<file path="src/rtl/pipelined_cla_if.sv">
// ---------------------------------------------------------------------------
// pipelined_cla_if
// Streaming bus for the pipelined carry-lookahead adder/subtractor.
//
// Upstream (operand) side:
//   in_valid  : operand beat valid
//   in_ready  : adder can accept a beat this cycle
//   a, b      : operands (width bits)
//   cin       : carry-in
//   sub       : 0 = a + b + cin, 1 = a - b - cin
// Downstream (result) side:
//   out_valid : result valid
//   out_ready : consumer accepts the result this cycle
//   s         : sum / difference (width bits)
//   cout      : carry out of the MSB (in subtract mode 1 = no borrow)
//   ovf       : two's-complement signed overflow
//
// modport slave  : the adder's view
// modport master : the view of whatever drives operands and takes results
// ---------------------------------------------------------------------------
interface pipelined_cla_if #(
  parameter int width = 32
);
  logic             in_valid;
  logic             in_ready;
  logic [width-1:0] a;
  logic [width-1:0] b;
  logic             cin;
  logic             sub;
  logic             out_valid;
  logic             out_ready;
  logic [width-1:0] s;
  logic             cout;
  logic             ovf;

  modport master (
    output in_valid, a, b, cin, sub, out_ready,
    input  in_ready, out_valid, s, cout, ovf
  );

  modport slave (
    input  in_valid, a, b, cin, sub, out_ready,
    output in_ready, out_valid, s, cout, ovf
  );
endinterface

</file>
<file path="src/rtl/pipelined_cla.sv">
// ---------------------------------------------------------------------------
// pipelined_cla
// Parametrised pipelined carry-lookahead adder/subtractor with a valid/ready
// stream on both sides. The width-bit add is cut into `stages` slices; stage
// k adds slice k with block-bit lookahead groups and hands its carry to
// stage k+1 through a register. One beat per cycle when nothing stalls,
// latency = `stages` register stages (the last one is the output register).
//
// Parameters:
//   width  : operand / sum width
//   block  : lookahead group size in bits
//   stages : pipeline depth; width/stages must be a whole number of groups
//
// Ports:
//   clk   : rising-edge clock
//   reset : synchronous active-high reset, empties the pipeline
//   bus   : pipelined_cla_if.slave (operands in, result out, handshakes)
// ---------------------------------------------------------------------------
module pipelined_cla #(
  parameter int width  = 32,
  parameter int block  = 4,
  parameter int stages = 4
) (
  input  logic           clk,
  input  logic           reset,
  pipelined_cla_if.slave bus
);

  localparam int SW = width / stages;  // slice width added per stage
  localparam int NG = SW / block;      // lookahead groups per slice

  if ((width % stages) != 0 || (SW % block) != 0) begin : g_param_check
    $error("pipelined_cla: width must split into stages slices of whole block-bit groups");
  end

  for (genvar gi = 0; gi < stages; gi++) begin : g_stage
    // Operand bits still to be added when the beat reaches this stage
    // (this stage's slice plus everything above it).
    localparam int REM = width - gi * SW;

    logic [REM-1:0]        a_cur;
    logic [REM-1:0]        b_cur;
    logic                  c_cur;
    logic                  up_valid;
    logic                  down_ready;
    logic                  stage_ready;
    logic                  load;
    logic                  vld_q;
    logic                  c_q;
    logic [SW-1:0]         g_bits;
    logic [SW-1:0]         p_bits;
    logic [SW-1:0]         carry_int;
    logic [SW-1:0]         sum_slice;
    logic                  c_slice_out;
    logic                  grp_c;
    logic                  grp_g;
    logic                  grp_p;
    logic [(gi+1)*SW-1:0]  s_d;
    logic [(gi+1)*SW-1:0]  s_q;

    // ---- beat source: bus for stage 0, previous stage register otherwise
    if (gi == 0) begin : g_src
      // Subtraction is a + ~b + 1; folding sub into cin lets cin=1 mean
      // "minus one more" in subtract mode.
      assign a_cur    = bus.a;
      assign b_cur    = bus.b ^ {width{bus.sub}};
      assign c_cur    = bus.cin ^ bus.sub;
      assign up_valid = bus.in_valid;
      assign s_d      = sum_slice;
    end else begin : g_src
      assign a_cur    = g_stage[gi-1].g_fwd.a_q;
      assign b_cur    = g_stage[gi-1].g_fwd.b_q;
      assign c_cur    = g_stage[gi-1].c_q;
      assign up_valid = g_stage[gi-1].vld_q;
      assign s_d      = {sum_slice, g_stage[gi-1].s_q};
    end

    // ---- ready comes from the next stage, or the consumer for the last one
    if (gi == stages - 1) begin : g_dn
      assign down_ready = bus.out_ready;
    end else begin : g_dn
      assign down_ready = g_stage[gi+1].stage_ready;
    end

    // A stage may take a new beat if it is empty or its beat leaves now;
    // this is what lets bubbles collapse behind a stalled output.
    assign stage_ready = ~vld_q | down_ready;
    assign load        = up_valid & stage_ready;

    // ---- slice adder: per-bit g/p, then lookahead inside each group.
    // carry_int[i] is the carry into bit i; within a group it is the
    // prefix generate/propagate from the group base applied to the group
    // carry-in, so no bit waits on a ripple through its neighbours.
    always_comb begin
      g_bits    = a_cur[SW-1:0] & b_cur[SW-1:0];
      p_bits    = a_cur[SW-1:0] ^ b_cur[SW-1:0];
      carry_int = '0;
      grp_c     = c_cur;
      grp_g     = 1'b0;
      grp_p     = 1'b1;
      for (int gr = 0; gr < NG; gr++) begin
        grp_g = 1'b0;
        grp_p = 1'b1;
        for (int j = 0; j < block; j++) begin
          carry_int[gr*block+j] = grp_g | (grp_p & grp_c);
          grp_g = g_bits[gr*block+j] | (p_bits[gr*block+j] & grp_g);
          grp_p = grp_p & p_bits[gr*block+j];
        end
        grp_c = grp_g | (grp_p & grp_c);
      end
      c_slice_out = grp_c;
      sum_slice   = p_bits ^ carry_int;
    end

    // ---- stage valid: set on load, cleared when handed off without refill
    always_ff @(posedge clk) begin
      if (reset) begin
        vld_q <= 1'b0;
      end else begin
        vld_q <= load | (vld_q & ~down_ready);
      end
    end

    // ---- completed sum slices and the carry into the next slice.
    // Registers only move on load, so a stalled output holds its value.
    always_ff @(posedge clk) begin
      if (reset) begin
        s_q <= '0;
        c_q <= 1'b0;
      end else if (load) begin
        s_q <= s_d;
        c_q <= c_slice_out;
      end
    end

    if (gi < stages - 1) begin : g_fwd
      // Upper operand slices travel with the beat until their stage.
      logic [REM-SW-1:0] a_q;
      logic [REM-SW-1:0] b_q;
      always_ff @(posedge clk) begin
        if (reset) begin
          a_q <= '0;
          b_q <= '0;
        end else if (load) begin
          a_q <= a_cur[REM-1:SW];
          b_q <= b_cur[REM-1:SW];
        end
      end
    end else begin : g_last
      // Carry into the MSB; XOR with the carry out gives signed overflow.
      logic c_msb_q;
      always_ff @(posedge clk) begin
        if (reset) begin
          c_msb_q <= 1'b0;
        end else if (load) begin
          c_msb_q <= carry_int[SW-1];
        end
      end
    end
  end

  assign bus.in_ready  = g_stage[0].stage_ready;
  assign bus.out_valid = g_stage[stages-1].vld_q;
  assign bus.s         = g_stage[stages-1].s_q;
  assign bus.cout      = g_stage[stages-1].c_q;
  assign bus.ovf       = g_stage[stages-1].g_last.c_msb_q ^ g_stage[stages-1].c_q;

endmodule
</file>
<file path="src/flat_wrapper.sv">
// flat-port wrapper written by rule: the top's interface ports become plain ports
module pipelined_cla_flat 
#(
  parameter int width  = 32,
  parameter int block  = 4,
  parameter int stages = 4
)
  (clk, reset, bus_in_valid, bus_a, bus_b, bus_cin, bus_sub, bus_out_ready, bus_in_ready, bus_out_valid, bus_s, bus_cout, bus_ovf);
  pipelined_cla_if #(.width(width)) bus_i ();
  input  logic clk;
  input  logic reset;
  input wire logic [$bits(bus_i.in_valid)-1:0] bus_in_valid;
  input wire logic [$bits(bus_i.a)-1:0] bus_a;
  input wire logic [$bits(bus_i.b)-1:0] bus_b;
  input wire logic [$bits(bus_i.cin)-1:0] bus_cin;
  input wire logic [$bits(bus_i.sub)-1:0] bus_sub;
  input wire logic [$bits(bus_i.out_ready)-1:0] bus_out_ready;
  output wire logic [$bits(bus_i.in_ready)-1:0] bus_in_ready;
  output wire logic [$bits(bus_i.out_valid)-1:0] bus_out_valid;
  output wire logic [$bits(bus_i.s)-1:0] bus_s;
  output wire logic [$bits(bus_i.cout)-1:0] bus_cout;
  output wire logic [$bits(bus_i.ovf)-1:0] bus_ovf;
  assign bus_i.in_valid = bus_in_valid;
  assign bus_i.a = bus_a;
  assign bus_i.b = bus_b;
  assign bus_i.cin = bus_cin;
  assign bus_i.sub = bus_sub;
  assign bus_i.out_ready = bus_out_ready;
  assign bus_in_ready = bus_i.in_ready;
  assign bus_out_valid = bus_i.out_valid;
  assign bus_s = bus_i.s;
  assign bus_cout = bus_i.cout;
  assign bus_ovf = bus_i.ovf;
  pipelined_cla #(.width(width), .block(block), .stages(stages)) u_core (.clk(clk), .reset(reset), .bus(bus_i));
endmodule
</file>
<file path="config.mk">
export PLATFORM = sky130hd
export DESIGN_NAME = pipelined_cla_flat
export DESIGN_NICKNAME = d
export VERILOG_FILES = /design/src/rtl/pipelined_cla_if.sv /design/src/rtl/pipelined_cla.sv /design/src/flat_wrapper.sv
export SDC_FILE = /design/constraint.sdc
export NUM_CORES = 1
export LEC_CHECK = 0
export BUFFER_PORTS_ARGS = -buffer_cell sky130_fd_sc_hd__buf_2
export CAP_MARGIN = 40
export CORE_ASPECT_RATIO = 1.1
export CORE_MARGIN = 3
export CORE_UTILIZATION = 45
export CTS_CLUSTER_DIAMETER = 30
export CTS_CLUSTER_SIZE = 24
export DETAILED_ROUTE_END_ITERATION = 8
export PLACE_DENSITY = 0.63
export SYNTH_ARGS = -nofsm -noshare
export SYNTH_HDL_FRONTEND = slang
export SYNTH_SLANG_ARGS = --single-unit
</file>
<file path="constraint.sdc">
create_clock -name clk -period 4.9 [get_ports clk]
set_input_delay 0.49 -clock clk [delete_from_list [all_inputs] [get_ports clk]]
set_output_delay 0.49 -clock clk [all_outputs]
set_load 0.1 [all_outputs]
</file>
== After elaboration in Yosys (flattened, before gate mapping) ==
Cells that the tools add are included.

* Multiply operators: 0
* Equal/unequal tests: 0
* Reduce and logical (&&, ||, !) cells: 0
* Add/subtract/negate cells: 0
* Magnitude comparators: 0
* Multiplexer cells: 0
* Div/mod/pow operators: 0
* Shift operators: 0
* Bitwise operators: 175

{| class="wikitable"
|+ Operator list
! cell !! number
|-
| 1-bit bitwise AND || 88
|-
| 1-bit OR || 64
|-
| 8-bit bitwise XOR || 8
|-
| 8-bit bitwise AND || 4
|-
| 32-bit bitwise XOR || 1
|-
| 1-bit NOT || 8
|-
| 1-bit bitwise XOR || 2
|}

* Register bits: 185
* Memory bits (read-only): 0
* Logic and storage cells: 194
* Memories: 0
* Output and inout port bits: 36
* Bits in latches: 0
* Memory bits (writable): 0

== Logic depth before layout (Yosys ltp) ==
Gate-level depths: netlist of the first run.

* Depth after elaboration: 12
* Depth in mapped cells: 10
* Depth with buffers taken out: 9

== Worst setup path before layout of the first run ==
OpenSTA, ideal clock, no wires.

* Kind: input-to-reg
* From: input port bus_sub
* To: register u_core.g_stage[0].s_q[5]
* Buffers on the path: 2
* Setup time: 0.086 ns
* Stages: 10
* Data arrival time: 3.063 ns
* Setup slack: 1.752 ns
* Cell sequence: buf_4 > buf_1 > xor2_1 > ha_1 > and3_1 > a221oi_1 > o21bai_1 > fa_1 > xnor2_1 > a211oi_1

* Cells in the longest elaborated chain, start to end: 12
* Elaborated cells on any way between the ends: 18
* Classes of those cells: 18 x bitwise

{| class="wikitable"
|+ Ends and longest elaborated chain
! element !! RTL line !! text
|-
| start, declared || flat_wrapper.sv:16 || <nowiki>input wire logic [$bits(bus_i.sub)-1:0] bus_sub;</nowiki>
|-
| 32-bit bitwise XOR || pipelined_cla.sv:66 || <nowiki>assign b_cur = bus.b ^ {width{bus.sub}};</nowiki>
|-
| 8-bit bitwise XOR or 8-bit bitwise AND (tied branches) || pipelined_cla.sv:96, pipelined_cla.sv:95 ||
|-
| 1-bit bitwise AND || pipelined_cla.sv:106 || <nowiki>grp_g = g_bits[gr*block+j] | (p_bits[gr*block+j] & grp_g);</nowiki>
|-
| 1-bit OR || pipelined_cla.sv:106 ||
|-
| 1-bit bitwise AND || pipelined_cla.sv:106 ||
|-
| 1-bit OR || pipelined_cla.sv:106 ||
|-
| 1-bit bitwise AND || pipelined_cla.sv:106 ||
|-
| 1-bit OR || pipelined_cla.sv:106 ||
|-
| 1-bit OR || pipelined_cla.sv:109 || <nowiki>grp_c = grp_g | (grp_p & grp_c);</nowiki>
|-
| 1-bit bitwise AND || pipelined_cla.sv:105 || <nowiki>carry_int[gr*block+j] = grp_g | (grp_p & grp_c);</nowiki>
|-
| 1-bit OR || pipelined_cla.sv:105 ||
|-
| 8-bit bitwise XOR * || pipelined_cla.sv:112 || <nowiki>sum_slice = p_bits ^ carry_int;</nowiki>
|-
| end signal, assigned || pipelined_cla.sv:128 || <nowiki>s_q <= '0;</nowiki>
|-
| end signal, assigned || pipelined_cla.sv:131 || <nowiki>s_q <= s_d;</nowiki>
|-
| end, declared || pipelined_cla.sv:59 || <nowiki>logic [(gi+1)*SW-1:0] s_q;</nowiki>
|}

Mark *: on every way between the ends. The rest lies on a longest branch, timed or not.
A chain may end at the register's enable or synchronous reset.

== Worst setup path after layout of the first run ==
Ends and elaborated chain as after synthesis.

==> flow_summary_export.csv, run 1 <==
group,metric,value,unit
floorplanning,die_h,146,um
sta,worst_pin_slew,700,ps
power,p_leak,3.67,nW
sta,setup_viol,0,
sta,post-route-period-util,0.603,
grt,grt_max_degree,74,
worst_setup_path,path_class,"input port to register",
grt,track_usage,0.182,
place,place_congestion,0.791,
sta,timing.fmax,339,MHz
run_status,status,"finished clean",
synthesis,syn-mean-instance-area,8.39,sq um
place,io_buffer_count,105,
worst_setup_path,critPathLaunch,"bus_sub",
sta,grt_setup_unrepaired,"false",
clocking,hold_buffers,0,
cells_and_area,syn_to_final_growth,15.3,%
drt,via_per_inst,5.02,
grt,busiest_layer,"met1",
drt,wl_per_cell,13.5,um
clocking,postCtsSetupBuffers,0,
grt,grt_antenna_before_repair,1,
synthesis,ys_types,50,
power,finalPower,3.32,mW
worst_setup_path,worstReg2RegEnd,"u_core.g_stage[2].s_q[20]",
synthesis,synthArstFlopShare,0,
sta,max-slew-margin-rel,0.533,
sta,fin_skew,4.79,ps
clocking,root_buffer,"clkbuf_16",
floorplanning,start_util,0.467,
cells_and_area,final_nets,1141,
place,dp_hpwl,12200,um
cells_and_area,layout-drive-gt1-share,0.162,
worst_setup_path,r2r_slack,2650,ps
worst_hold_path,hp-class,"input port to register",
drt,ant_nets,0,
worst_setup_path,cp.required,5240,ps
synthesis,synth_edf_count,0,
grt,grtUsageMet1,0.272,
drt,drtIter0Drc,359,
clocking,post_cts_resized,0,
clocking,cts.htree.levels,4,
worst_setup_path,cp-start-kind,"input port",
sta,whs,295,ps
grt,grt.met2_usage,0.260,
cells_and_area,layout_commonest_cell,"nand2_1",
floorplanning,die_area,19500,sq um
clocking,ctsLongestPathBuffers,2,
clocking,cts_buffers,17,
grt,first_global_vias,5962,
synthesis,ys_seq_elements,185,
grt,grt_pass1_wl,29400,um
drt,wirelength,17300,um
synthesis,syn-instance-count,960,
worst_setup_path,cp-end-kind,"register",
clocking,cts.sinks,185,
floorplanning,core.rowCount,50,
worst_setup_path,r2r-start,"u_core.g_stage[1].g_fwd.b_q[0]",
floorplanning,die_x,134,um
worst_setup_path,crit_fanout,18,
worst_setup_path,cp-endpoint,"u_core.g_stage[0].s_q[5]",
grt,met3_usage,0.0417,
floorplanning,coreArea,17300,sq um
sta,slew_viol_final,0,
sta,post-route-min-period,2950,ps
sta,finalHoldViolCount,0,
cells_and_area,n_antenna_cell,0,
floorplanning,io_pins,106,
synthesis,yosys_warnings,0,
synthesis,synthesis.nets,1070,
grt,overflow,0,
worst_setup_path,reg2regPathDepth,6,
drt,vias,6411,
worst_setup_path,arrival,3300,ps
drt,first_pass_iters,5,
clocking,clk_latency,420,ps
clocking,cts_tree,"done",
power,irDropWorstVdd,0.247,mV
cells_and_area,layout_common_cells,"278 x nand2_1, 185 x dfxtp_1, 152 x a21oi_1",
power,power.density,357,nW/um^2
synthesis,ys.flop_type,"dfxtp_1",
clocking,clkSlewWorstSetupHoldPaths,70,ps
synthesis,ys_seq_area_frac,0.460,
sta,timing.setup.tns,0,ps
synthesis,syn_area,8060,sq um
run,cap_violations,0,
drt,drc,0,
==> synth_stat cells, types with 5 or more instances <==
library cell / number / area (sq um)
a211o_1: 5 / 43.8
a211oi_1: 18 / 135
a211oi_2: 20 / 250
a21o_1: 7 / 52.6
a21oi_1: 152 / 761
and3_1: 6 / 37.5
buf_1: 9 / 33.8
buf_2: 11 / 55.1
clkbuf_1: 41 / 154
dfxtp_1: 185 / 3700
fa_1: 8 / 160
ha_1: 32 / 400
inv_1: 23 / 86.3
nand2_1: 278 / 1040
nand3_1: 9 / 45.0
nor2_1: 39 / 146
o21ai_0: 8 / 40.0
xnor2_1: 33 / 289
xor2_1: 13 / 114
==> metrics by stage <==
stage               area (sq um)  cells  utilization  setup WS, ps
floorplan                   8060    960            -          1750
global placement            8680   1245        0.503          1550
detailed placement          8690   1246        0.504          1470
CTS                         9290   1277        0.538          1920
global route                9290   1277        0.538          1720
finish                      9290   1277        0.538          1950
==> registers in the layout, summed over array words and instances (netlist names) <==
| signal | count |
|---|---|
| u_core.g_stage.g_fwd.a_q | 48 |
| u_core.g_stage.g_fwd.b_q | 48 |
| u_core.g_stage.s_q | 48 |
| u_core.bus.s | 32 |
| u_core.g_stage.c_q | 3 |
| u_core.g_stage.vld_q | 3 |
| u_core.bus.cout | 1 |
| u_core.bus.out_valid | 1 |
| u_core.g_stage.g_last.c_msb_q | 1 |
==> worst min path at each step <==
| stage | start | end | slack [ps] | depth (start not counted) |
|---|---|---|---|---|
| floorplan | u_core.g_stage[0].s_q[7] | u_core.g_stage[1].s_q[7] | 430 | 2 |
| global route | bus_a[13] | u_core.g_stage[0].g_fwd.a_q[5] | 290 | 3 |
| global placement | u_core.bus.s[25] | u_core.bus.s[25] | 440 | 2 |
| detailed placement | u_core.bus.s[25] | u_core.bus.s[25] | 440 | 2 |
| CTS | bus_a[12] | u_core.g_stage[0].g_fwd.a_q[4] | 280 | 3 |
| finish | bus_a[12] | u_core.g_stage[0].g_fwd.a_q[4] | 290 | 3 |
==> layer usage <==
layer | vias up | share of wire
met1 | 2893 | 0.52
met2 | 130 | 0.42
met3 | 17 | 0.045
met4 | 2 | 0.012
met5 | - | 0.00075
li1 | 3369 | -
==> cells by family (layout without fill, tap and decap cells) <==
group	after synthesis	in the layout	share of synthesized area
AO/OA/AOI/OAI	236	236	0.185
XOR/XNOR	47	47	0.0534
adder cells (fa/ha/maj)	40	40	0.0696
buffers and inverters	88	171	0.0460
flip-flops	185	185	0.460
multiplexers	3	3	0.00373
AND/OR/NAND/NOR	361	361	0.182
==> worst max-delay path, cell delays in order <==
cell      delay (ps)
buf_2            380
buf_4            380
xor2_1           180
ha_1             280
and3_1           190
a221oi_1         500
o21bai_1         150
fa_1             390
xnor2_1          130
a211oi_1         210
==> cell type report <==
class / instances / area [sq um]
Clock buffer: 24 / 482
Tap cell: 234 / 293
Sequential cell: 185 / 3700
Inverter: 23 / 86.3
Clock inverter: 7 / 114
Timing Repair Buffer: 117 / 629
Fill cell: 1682 / 7980
Multi-Input combinational cell: 687 / 3980
==> power breakdown <==
group	internal (mW)	total [mW]	leakage (nW)	switching, mW
combinational	0.131	0.331	1.86	0.200
sequential	1.56	1.60	1.51	0.0362
clock	0.840	1.39	0.294	0.549
total	2.53	3.32	3.67	0.785
No activity file was read; power rests on OpenSTA's default activity.
==> run 2: changes to the inputs <==
PLACE_DENSITY = 0.65   (was 0.63)
clock period = 2.48 ns   (was 4.9 ns; I/O delays follow)
==> flow_summary_export.csv, run 2 (synthesis results as in run 1) <==
group,metric,value,unit
run_status,status,"finished clean",
sta,worst_pin_slew,736,ps
power,power.density,704,nW/um^2
drt,ant_nets,0,
sta,grt_setup_unrepaired,"false",
place,dp_cells,1258,
sta,timing.fmax,455,MHz
place,dp_hpwl,12700,um
drt,wirelength,17800,um
floorplanning,die_x,134,um
clocking,root_buffer,"clkbuf_16",
grt,track_usage,0.185,
cells_and_area,layout-drive-gt1-share,0.177,
power,p_leak,3.73,nW
floorplanning,start_util,0.467,
drt,vias,6404,
clocking,cts.htree.levels,4,
sta,slew_viol_final,0,
place,io_buffer_count,105,
drt,drtIter0Drc,304,
clocking,ctsLongestPathBuffers,2,
drt,first_pass_iters,4,
clocking,cts_buffers,17,
grt,overflow,0,
place,place_congestion,0.820,
worst_setup_path,critPathLaunch,"u_core.g_stage[1].g_fwd.b_q[0]",
sta,setup_viol,0,
cells_and_area,final_nets,1153,
drt,drc,0,
clocking,clkSlewWorstSetupHoldPaths,70,ps
cells_and_area,layout_commonest_cell,"nand2_1",
grt,first_global_vias,5961,
clocking,cts.sinks,185,
worst_setup_path,cp.required,2820,ps
sta,finalHoldViolCount,0,
worst_hold_path,hp-class,"input port to register",
cells_and_area,n_antenna_cell,0,
worst_setup_path,path_class,"register to register",
sta,post-route-min-period,2200,ps
worst_setup_path,r2r-start,"u_core.g_stage[1].g_fwd.b_q[0]",
worst_setup_path,crit_fanout,4,
cells_and_area,layout.cells.non_filler,1289,
cells_and_area,layout_common_cells,"278 x nand2_1, 184 x dfxtp_1, 152 x a21oi_1",
power,irDropWorstVdd,0.542,mV
sta,timing.setup.tns,0,ps
clocking,clk_latency,430,ps
power,finalPower,6.64,mW
clocking,cts_tree,"done",
cells_and_area,reg_top3,"u_core.g_stage.g_fwd.a_q x48, u_core.g_stage.g_fwd.b_q x48, u_core.g_stage.s_q x48",
floorplanning,core.rowCount,50,
clocking,hold_buffers,0,
grt,grt_antenna_before_repair,0,
worst_setup_path,cp-start-kind,"register",
floorplanning,coreArea,17300,sq um
floorplanning,die_h,146,um
clocking,postCtsSetupBuffers,0,
sta,post-route-period-util,0.887,
worst_hold_path,worstHoldStart,"bus_a[13]",
drt,via_per_inst,4.97,
worst_setup_path,arrival,2540,ps
sta,max-slew-margin-rel,0.509,
run,cap_violations,0,
floorplanning,die_area,19500,sq um
drt,wl_per_cell,13.8,um
floorplanning,io_pins,106,
cells_and_area,syn_to_final_growth,17.2,%
worst_setup_path,cp-end-kind,"register",
sta,fin_skew,7.43,ps
grt,grt_pass1_wl,29800,um
clocking,post_cts_resized,0,
grt,grt_max_degree,77,
[run 2: cell types whose count changed in the layout (fill, tap and decap cells not counted), sizes merged]
cell	before	now
clkinvlp	0	3
buf	117	129
clkbuf	24	21
[run 2: metrics by stage]
stage | setup slack (ps) | hold slack (ps) | util | instance area, sq um
after floorplan | -53.3 | 377 | - | 8070
after global placement | 182 | 438 | 0.509 | 8800
after detailed placement | 137 | 444 | 0.511 | 8820
after CTS | 259 | 36.8 | 0.547 | 9440
after global routing | 51.0 | 45.9 | 0.547 | 9440
final | 281 | 44.3 | 0.547 | 9440
[run 2: critical path, stage by stage, from the launching register on]
cell,delay (ps)
dfxtp_1,330
ha_1,300
a211oi_1,310
o21bai_1,180
a21oi_1,350
fa_1,450
a211oi_1,190
[run 2: layout make-up]
type	instances	area (sq um)
timing repair buffer	129	744
sequential	185	3700
multi-input combinational	687	4000
inverter	23	86.3
clock inverter	10	143
tap	234	293
fill	1689	7830
clock buffer	21	470
[run 2: power breakdown]
group	internal (mW)	switching [mW]	total, mW
registers	3.08	0.0706	3.15
logic	0.280	0.410	0.689
clock network	1.66	1.13	2.80
total	5.03	1.61	6.64
[run 2: path summary, 6_finish.rpt]
kind	slack [ps]	cells past startpoint	end
setup / recovery	280	6	u_core.g_stage[2].s_q[20]
hold / removal	40	3	u_core.g_stage[0].g_fwd.a_q[5]
setup reg to reg	280	6	u_core.g_stage[2].s_q[20]
hold reg to reg	450	2	u_core.bus.s[19]
[run 2: layer usage]
layer	global-route usage	vias up	routed length (um)
li1	-	3381	-
met1	0.268	2886	9050
met2	0.275	115	7680
met3	0.0351	22	723
met4	0.0694	0	318
met5	0	-	0
==> run 3: changes to the inputs <==
ABC_AREA = 1   (was default)
==> flow_summary_export.csv, run 3 <==
group,metric,value,unit
sta,timing.fmax,485,MHz
drt,drc,0,
clocking,cts_buffers,17,
floorplanning,core.rowCount,50,
sta,timing.setup.tns,0,ps
sta,post-route-period-util,0.832,
worst_setup_path,cp_cell_sequence,"ha_1 > inv_1 > nor2_1 > nand3_1 > nand3_1 > inv_1 > fa_1 > xnor2_1 > o21ai_0 > a21oi_1",
sta,setup_viol,0,
drt,wirelength,17000,um
synthesis,yosysMostFrequentCell,"nor2_1",
sta,slew_viol_final,0,
worst_setup_path,cp.required,2780,ps
cells_and_area,reg_top3,"u_core.g_stage.g_fwd.a_q x48, u_core.g_stage.g_fwd.b_q x48, u_core.g_stage.s_q x48",
grt,overflow,0,
place,dp_hpwl,12000,um
synthesis,ys.flop_type,"dfxtp_1",
grt,track_usage,0.179,
worst_hold_path,hp-class,"input port to register",
power,p_leak,4.20,nW
floorplanning,die_area,19300,sq um
synthesis,syn-mean-instance-area,7.88,sq um
synthesis,syn-instance-count,1010,
worst_setup_path,cp-start-kind,"register",
worst_setup_path,crit_family,"adder cells",
synthesis,yosys_warnings,0,
place,place_congestion,0.866,
floorplanning,die_x,133,um
synthesis,yosysTopAreaCellShare,0.465,
cells_and_area,layout-drive-gt1-share,0.146,
place,placed_cell_area,8640,sq um
synthesis,synthArstFlopShare,0,
clocking,root_buffer,"clkbuf_16",
cells_and_area,finish.utilization,0.536,
sta,finalHoldViolCount,0,
power,finalPower,6.87,mW
run,cap_violations,0,
floorplanning,die_h,146,um
sta,fin_skew,7.22,ps
clocking,cts.sinks,185,
cells_and_area,finalInstanceArea,9230,sq um
drt,wl_per_cell,12.7,um
power,irDropWorstVdd,0.525,mV
place,io_buffer_count,105,
power,power.density,745,nW/um^2
worst_setup_path,path_class,"register to register",
synthesis,synth_common_cells,"205 x nor2_1, 185 x dfxtp_1, 174 x o21ai_0",
worst_setup_path,slowest_stage,"fa_1",
worst_setup_path,max_stage_delay,430,ps
drt,drtIter0Drc,304,
synthesis,ys_seq_elements,185,
cells_and_area,n_antenna_cell,0,
synthesis,syn_area,7960,sq um
synthesis,synthesis.nets,1120,
grt,grt_max_degree,89,
sta,post-route-min-period,2060,ps
clocking,cts_tree,"done",
sta,grt_setup_unrepaired,"false",
run_status,status,"finished clean",
synthesis,synth_area_leaders,"dfxtp_1 47%, o21ai_0 11%, nor2_1 9.7%",
worst_setup_path,cp-end-kind,"register",
sta,worst_pin_slew,595,ps
drt,via_per_inst,4.80,
worst_setup_path,crit_fanout,4,
synthesis,ys_seq_area_frac,0.465,
floorplanning,coreArea,17200,sq um
drt,ant_nets,0,
clocking,clkSlewWorstSetupHoldPaths,70,ps
cells_and_area,syn_to_final_growth,15.9,%
synthesis,ys_types,32,
clocking,cts.htree.levels,4,
grt,first_global_vias,5854,
grt,grt_antenna_before_repair,0,
cells_and_area,layout_commonest_cell,"nor2_1",
floorplanning,start_util,0.463,
clocking,postCtsSetupBuffers,0,
clocking,ctsLongestPathBuffers,2,
synthesis,synth_edf_count,0,
drt,vias,6404,
sta,whs,45.6,ps
floorplanning,io_pins,106,
drt,first_pass_iters,4,
clocking,post_cts_resized,0,
worst_setup_path,timing.critical_path.buf_inv,2,
cells_and_area,final_nets,1198,
synthesis,yosysTopAreaCell,"dfxtp_1",
clocking,clk_latency,420,ps
clocking,hold_buffers,0,
worst_setup_path,arrival,2370,ps
sta,max-slew-margin-rel,0.603,
cells_and_area,layout_common_cells,"205 x nor2_1, 185 x dfxtp_1, 174 x o21ai_0",
grt,grt_pass1_wl,28400,um
==> run 3: through the flow <==
| step | cells | setup slack (ps) |
|---|---|---|
| 4_1_cts | 1335 | 417 |
| 2_1_floorplan | 1010 | 225 |
| 6_report | 1335 | 417 |
| 3_5_place_dp | 1303 | 310 |
| 3_3_place_gp | 1303 | 352 |
| 5_1_grt | 1335 | 180 |
==> run 3: worst register-to-register path, cell delays in order, from the launching register on <==
cell and delay, ps:
dfxtp_1 310, ha_1 340, inv_1 70, nor2_1 160, nand3_1 90, nand3_1 140
inv_1 80, fa_1 430, xnor2_1 130, o21ai_0 150, a21oi_1 60
==> run 3: final timing paths <==
kind	startpoint	end	slack, ps	depth (start not counted)
max	u_core.g_stage[0].g_fwd.b_q[2]	u_core.g_stage[1].s_q[13]	420	10
min	bus_a[11]	u_core.g_stage[0].g_fwd.a_q[3]	50	3
max reg2reg	u_core.g_stage[0].g_fwd.b_q[2]	u_core.g_stage[1].s_q[13]	420	10
min reg2reg	u_core.g_stage[0].g_fwd.b_q[11]	u_core.g_stage[1].g_fwd.b_q[3]	460	2
==> run 3: area by class of cell <==
class / count / area (sq um)
clock buffers: 21 / 480
clock inverters: 11 / 108
fillers: 1668 / 7980
inverters: 95 / 358
multi-input cells: 671 / 3620
flip-flops and latches: 185 / 3700
well taps: 234 / 293
repair buffers: 118 / 661
==> run 3: cell families after synthesis <==
| kind of cell | share of synthesized area |
|---|---|
| AO/OA/AOI/OAI | 0.179 |
| XOR/XNOR | 0.0548 |
| adder cells (fa/ha/maj) | 0.0704 |
| buffers and inverters | 0.0808 |
| flip-flops | 0.465 |
| AND/OR/NAND/NOR | 0.150 |
==> run 3: where the power goes <==
part           switching [mW]  total (mW)  internal (mW)  leakage, nW
Combinational           0.635       0.965          0.330         2.39
Clock                    1.16        2.66           1.51        0.287
Sequential             0.0875        3.25           3.16         1.52
Total                    1.88        6.87           4.99         4.20
==> run 3: routing by layer <==
metal	part of all wire	wire, um	track usage	vias to the layer above
li1	-	-	-	3416
met1	0.49	8380	0.246	2862
met2	0.46	7800	0.285	111
met3	0.037	621	0.0318	15
met4	0.012	198	0.0577	0
met5	0	0	0	-
